**config.mk**
```make
export PLATFORM = sky130hd
export DESIGN_NAME = instruction_fetch_register
export DESIGN_NICKNAME = d
export VERILOG_FILES = /design/src/rtl/instruction_fetch_register.sv
export SDC_FILE = /design/constraint.sdc
export NUM_CORES = 1
export LEC_CHECK = 0
export ABC_AREA = 1
export CAP_MARGIN = 5
export CORE_ASPECT_RATIO = 0.7
export CORE_UTILIZATION = 46
export DETAILED_ROUTE_END_ITERATION = 8
export GPL_TIMING_DRIVEN = 0
export MAX_ROUTING_LAYER = met4
export PLACE_DENSITY = 0.88
export SYNTH_ARGS = -nofsm -noshare
export SYNTH_HDL_FRONTEND = slang
export SYNTH_SLANG_ARGS = --single-unit
```
**constraint.sdc**
```tcl
create_clock -name Clock -period 1.75 [get_ports Clock]
set_input_delay 0.35 -clock Clock [delete_from_list [all_inputs] [get_ports Clock]]
set_output_delay 0.35 -clock Clock [all_outputs]
set_load 0.01 [all_outputs]
```
**src/rtl/instruction_fetch_register.sv**
```systemverilog
// rtl/instruction_fetch_register.sv - instruction register assembled from memory beats
//
// Builds an IR_W-bit instruction from IR_W/BUS_W beats of BUS_W bits each.
// A fetch FSM (IDLE/FETCH/DONE) accepts beats over a valid/ready handshake
// and counts them. A direct chunk-write path lets control logic load a
// single chunk outside of a fetch.
//
// Optional feature macro: IR_PARITY_EN (adds IParity / ParityErr).
//
// Ports:
//   Clock     in   1      rising-edge clock
//   Reset     in   1      asynchronous active-low reset
//   Start     in   1      request a fetch of a new instruction
//   I         in   BUS_W  beat data / direct-write data
//   IValid    in   1      beat on I is valid
//   IReady    out  1      beat accepted this cycle when IValid is high (FETCH)
//   Write     in   1      direct chunk write enable (IDLE/DONE only)
//   Sel       in   SEL_W  chunk index for a direct write
//   IROut     out  IR_W   assembled instruction
//   IRValid   out  1      IROut holds a complete fetched instruction
//   Busy      out  1      fetch in progress
//   IParity   in   1      even-parity bit of I        (IR_PARITY_EN)
//   ParityErr out  1      sticky beat parity error    (IR_PARITY_EN)
module instruction_fetch_register #(
    parameter int BUS_W     = 8,
    parameter int IR_W      = 16,
    parameter bit MSB_FIRST = 1'b1,
    localparam int BEATS    = IR_W / BUS_W,
    localparam int SEL_W    = (BEATS > 2) ? $clog2(BEATS) : 1
) (
    input  logic              Clock,
    input  logic              Reset,
    input  logic              Start,
    input  logic [BUS_W-1:0]  I,
    input  logic              IValid,
    output logic              IReady,
    input  logic              Write,
    input  logic [SEL_W-1:0]  Sel,
    output logic [IR_W-1:0]   IROut,
    output logic              IRValid,
`ifdef IR_PARITY_EN
    input  logic              IParity,
    output logic              ParityErr,
`endif
    output logic              Busy
);

    localparam logic [1:0] IDLE  = 2'd0;
    localparam logic [1:0] FETCH = 2'd1;
    localparam logic [1:0] DONE  = 2'd2;

    logic [1:0]       state;
    logic [SEL_W-1:0] beat_cnt;
    logic [IR_W-1:0]  ir;
    logic             ir_valid;
    logic             fetch_beat;
    logic             direct_ok;
    logic             last_beat;
    logic [BEATS-1:0] fetch_we;
    logic [BEATS-1:0] direct_we;

    assign IReady  = (state == FETCH);
    assign Busy    = (state == FETCH);
    assign IROut   = ir;
    assign IRValid = ir_valid;

    assign fetch_beat = (state == FETCH) && IValid;
    // Start has priority over Write; writes are only honoured while not fetching.
    assign direct_ok  = Write && !Start && ((state == IDLE) || (state == DONE));
    assign last_beat  = (beat_cnt == SEL_W'(BEATS - 1));

    // Per-chunk write enables. Beat n lands in chunk BEATS-1-n (MSB first)
    // or chunk n. An out-of-range Sel matches no chunk, so it writes nothing.
    always_comb begin
        fetch_we  = '0;
        direct_we = '0;
        for (int k = 0; k < BEATS; k++) begin
            fetch_we[k]  = fetch_beat &&
                           (beat_cnt == SEL_W'(MSB_FIRST ? (BEATS - 1 - k) : k));
            direct_we[k] = direct_ok && (Sel == SEL_W'(k));
        end
    end

    always_ff @(posedge Clock or negedge Reset) begin
        if (!Reset) begin
            state     <= IDLE;
            beat_cnt  <= '0;
            ir        <= '0;
            ir_valid  <= 1'b0;
`ifdef IR_PARITY_EN
            ParityErr <= 1'b0;
`endif
        end else begin
            for (int k = 0; k < BEATS; k++) begin
                if (fetch_we[k] || direct_we[k]) begin
                    ir[k*BUS_W +: BUS_W] <= I;
                end
            end

            case (state)
                IDLE, DONE: begin
                    if (Start) begin
                        state     <= FETCH;
                        beat_cnt  <= '0;
                        ir_valid  <= 1'b0;
`ifdef IR_PARITY_EN
                        ParityErr <= 1'b0;
`endif
                    end else if (|direct_we) begin
                        // Instruction was modified by hand; it is no longer a fetched one.
                        ir_valid <= 1'b0;
                    end
                end
                FETCH: begin
                    if (IValid) begin
                        if (last_beat) begin
                            state    <= DONE;
                            ir_valid <= 1'b1;
                        end else begin
                            beat_cnt <= beat_cnt + SEL_W'(1);
                        end
`ifdef IR_PARITY_EN
                        if ((^I) != IParity) begin
                            ParityErr <= 1'b1;
                        end
`endif
                    end
                end
                default: state <= IDLE;
            endcase
        end
    end

endmodule

```
==> metrics.txt, run 1 <==
# TYPE chip_impl_metric gauge
chip_impl_metric{name="fmax",unit="MHz"} 599
chip_impl_metric{name="floorplan.rows",unit=""} 13
chip_impl_metric{name="finalWorstSetupSlack",unit="ns"} 0.0819
chip_impl_info{name="synth_top_cells_by_area",value="sky130_fd_sc_hd__dfrtp_1, sky130_fd_sc_hd__nand2_1, sky130_fd_sc_hd__nand3_1"} 1
chip_impl_info{name="cts-root-buf",value="sky130_fd_sc_hd__clkbuf_4"} 1
chip_impl_metric{name="first_pass_iters",unit=""} 4
chip_impl_metric{name="cts_buffer_depth",unit=""} 2
chip_impl_metric{name="dieHeight",unit="um"} 39.4
chip_impl_metric{name="detailed_place_hpwl",unit="mm"} 1.47
chip_impl_info{name="grt_setup_unrepaired",value="no"} 1
chip_impl_metric{name="seq_area_frac_synth",unit="%"} 54.5
chip_impl_metric{name="flow.area_growth_from_synthesis",unit="%"} 43.2
chip_impl_metric{name="num_antenna_cells",unit=""} 0
chip_impl_metric{name="dpl.cell_count",unit=""} 150
chip_impl_metric{name="layout_cells_sized_above_1",unit="%"} 12.0
chip_impl_metric{name="initial_utilization",unit="%"} 49.1
chip_impl_info{name="critPathSlowestCell",value="sky130_fd_sc_hd__dfrtp_1"} 1
chip_impl_info{name="tritoncts_clock_tree",value="built"} 1
chip_impl_metric{name="power-per-cell-area",unit="nW/um2"} 1710
chip_impl_metric{name="initialDrtViolationCount",unit=""} 17
chip_impl_metric{name="grt_pass1_vias",unit=""} 684
chip_impl_metric{name="tightest_slew",unit="ns"} 0.874
chip_impl_metric{name="critical-path-max-stage-delay",unit="ns"} 0.39
chip_impl_metric{name="fraction_of_the_cycle_the_final_worst_path_needs",unit="%"} 95.3
chip_impl_metric{name="cp.required",unit="ns"} 1.40
chip_impl_info{name="reg2reg_from",value="state[0]$_DFFE_PN0P_"} 1
chip_impl_metric{name="total_power_consumption",unit="mW"} 2.25
chip_impl_metric{name="grt_pass1_wl",unit="mm"} 3.32
chip_impl_metric{name="synth_net_count",unit=""} 110
chip_impl_metric{name="final_nets",unit=""} 148
chip_impl_metric{name="path_max_fanout",unit=""} 4
chip_impl_metric{name="p_leak",unit="nW"} 0.651
chip_impl_metric{name="worst_clock_skew",unit="ns"} 0.00783
chip_impl_metric{name="clkTransAtPathRegs",unit="ns"} 0.12
chip_impl_metric{name="timing_hold_violations_final",unit=""} 0
chip_impl_metric{name="slew_headroom",unit="%"} 41.5
chip_impl_metric{name="number_of_i_o_pins",unit=""} 33
chip_impl_metric{name="cts_num_sinks",unit=""} 20
chip_impl_info{name="min_path_type",value="flip-flop to flip-flop"} 1
chip_impl_info{name="critical_path.cell_chain",value="buf_6 > inv_2 > nor2_4 > buf_4 > dlygate4sd2_1"} 1
chip_impl_metric{name="num_vias",unit=""} 767
chip_impl_info{name="worstReg2RegEnd",value="IROut[3]$_DFFE_PN0P_"} 1
chip_impl_info{name="cp-endpoint",value="IReady"} 1
chip_impl_metric{name="synth.top_cell.area_share",unit="%"} 54.5
chip_impl_metric{name="async_reset_ff_share",unit="%"} 100
chip_impl_metric{name="grt.total_usage",unit="%"} 21.7
chip_impl_info{name="synth.most_common_cell",value="sky130_fd_sc_hd__nand2_1"} 1
chip_impl_metric{name="total_clock_buffers_created_by_cts",unit=""} 3
chip_impl_metric{name="worst-r2r-setup-slack",unit="ns"} 0.42
chip_impl_metric{name="cap_violations",unit=""} 0
chip_impl_metric{name="fp.dieW",unit="um"} 55.4
chip_impl_metric{name="final_cell_count_no_fill",unit=""} 155
chip_impl_metric{name="mappedNetlistArea",unit="um2"} 918
chip_impl_metric{name="ir_drop",unit="mV"} 1.20
chip_impl_metric{name="h_tree_levels",unit=""} 1
chip_impl_metric{name="design.die.area",unit="um2"} 2180
chip_impl_metric{name="min_delay_path_depth",unit=""} 2
chip_impl_metric{name="final_estimated_routing_congestion_in_global_placement",unit=""} 0.825
chip_impl_metric{name="grt_antenna_before_repair",unit=""} 0
chip_impl_metric{name="avgViaCountPerCell",unit=""} 4.95
chip_impl_metric{name="fin_setup_tns",unit="ns"} 0
chip_impl_metric{name="drt_drc_violations_left",unit=""} 0
chip_impl_info{name="cp-start-kind",value="flip-flop"} 1
chip_impl_info{name="hold_path.startpoint",value="IRValid$_DFFE_PN0P_"} 1
chip_impl_metric{name="coreArea",unit="um2"} 1870
chip_impl_info{name="post_synth_top_flop",value="sky130_fd_sc_hd__dfrtp_1"} 1
chip_impl_info{name="run_status",value="completed"} 1
chip_impl_metric{name="wirelength",unit="mm"} 2.03
chip_impl_metric{name="finalSetupViolations",unit=""} 0
chip_impl_metric{name="grt.overflow.total",unit=""} 0
chip_impl_metric{name="average_wire_per_standard_cell",unit="um"} 13.1
chip_impl_metric{name="final-max-slew-violation-count",unit=""} 0
chip_impl_info{name="endpoint_kind",value="output pin"} 1
chip_impl_metric{name="yosys_register_bits",unit=""} 20
chip_impl_info{name="synth_top_cells_by_count",value="sky130_fd_sc_hd__nand2_1, sky130_fd_sc_hd__dfrtp_1, sky130_fd_sc_hd__nand3_1"} 1
chip_impl_metric{name="cts_hold_repair.buffers",unit=""} 0
chip_impl_metric{name="netlist_instances",unit=""} 96
chip_impl_metric{name="period_minus_slack",unit="ns"} 1.67
chip_impl_metric{name="yosys_warnings",unit=""} 0
chip_impl_metric{name="synth_cell_types",unit=""} 14
chip_impl_metric{name="worstRegToRegCells",unit=""} 7
chip_impl_metric{name="edff_count_synth",unit=""} 0
chip_impl_metric{name="pre_cts_slack",unit="ns"} -0.0518
chip_impl_metric{name="worst_ep_arrival_time",unit="ns"} 1.32
chip_impl_info{name="startpoint",value="state[0]$_DFFE_PN0P_"} 1
chip_impl_metric{name="grt_start_max_net_pins",unit=""} 21
chip_impl_metric{name="fin_hold_ws",unit="ns"} 0.517
chip_impl_metric{name="io_buffers",unit=""} 32
chip_impl_metric{name="synthesis.area_per_instance",unit="um2"} 9.57
chip_impl_metric{name="clock_latency",unit="ns"} 0.30
chip_impl_metric{name="number_of_routed_nets_with_antenna_violations",unit=""} 0
chip_impl_info{name="setup.worst_path.class",value="flip-flop to output pin"} 1
chip_impl_info{name="netlist.top_cell.by_area",value="sky130_fd_sc_hd__dfrtp_1"} 1
==> critical path: cells and delay by family (launching register included) <==
kind | cells | cell delay, ns
AND/OR/NAND/NOR | 1 | 0.04
flip-flops | 1 | 0.39
buffers and inverters | 4 | 0.58
==> stage by stage <==
| step | area [um2] | utilization, % |
|---|---|---|
| after floorplan | 918 | - |
| after global placement | 1270 | 67.7 |
| after detailed placement | 1270 | 67.7 |
| after CTS | 1320 | 70.3 |
| after global routing | 1320 | 70.3 |
| final | 1320 | 70.3 |
==> repair_timing <==
item | 4_1_cts | 5_1_grt
endpoints found under the setup margin | 2 | 1
pin swaps | 0 | 0
buffers inserted | 1 | 0
resized for setup | 4 | 1
==> power breakdown <==
part           total [mW]  leakage [nW]  switching, mW  internal [mW]
combinational        1.16         0.381          0.563          0.600
sequential          0.814         0.249          0.137          0.677
clock               0.269        0.0210          0.142          0.127
==> flip-flops by register name (all words and copies together) (netlist names) <==
signal	cells
IROut	16
state	2
IRValid	1
beat_cnt	1
==> logic make-up after synthesis <==
group | synth area share, %
buffers and inverters | 4.09
DFF | 54.5
and+or+nand+nor | 39.2
AOI/OAI and AO/OA | 2.18
==> worst min-delay path by stage <==
stage	end	slack, ns
final	IRValid$_DFFE_PN0P_	0.52
after global routing	IROut[13]$_DFFE_PN0P_	0.54
after global placement	IRValid$_DFFE_PN0P_	0.48
after CTS	IROut[10]$_DFFE_PN0P_	0.53
after floorplan	IROut[0]$_DFFE_PN0P_	0.05
after detailed placement	IROut[6]$_DFFE_PN0P_	0.49
==> final cells by class <==
| class | instances | area [um2] |
|---|---|---|
| fillers | 153 | 556 |
| repair buffers | 33 | 325 |
| clock buffers | 4 | 36.3 |
| well taps | 22 | 27.5 |
| flip-flops and latches | 20 | 500 |
| multi-input cells | 69 | 388 |
| plain buffers | 2 | 18.8 |
| inverters | 5 | 18.8 |
==> layout by cell type (no fill, tap or decap), drive strengths merged <==
cell	n
dlygate4sd2	2
buf	3
nand3b	1
o21ai	2
nor2	4
clkbuf	4
clkdlybuf4s50	30
dfrtp	20
nand3	17
nand4	2
nand2	41
a21oi	2
inv	5
==> layer usage <==
layer / wire length [um] / vias to the layer above / global-route usage (%)
li1: - / 385 / -
met1: 1090 / 359 / 29.9
met2: 851 / 23 / 31.6
met3: 92 / 0 / 6.93
met4: 0 / 0 / 3.75
met5: 0 / - / -
No activity file was read; power rests on OpenSTA's default activity.
==> run 2: changes to the inputs <==
Settings changed: CTS_CLUSTER_DIAMETER set to 150.
==> results of run 2 <==
Final layout, timing and power as in run 1 (identical DEF).
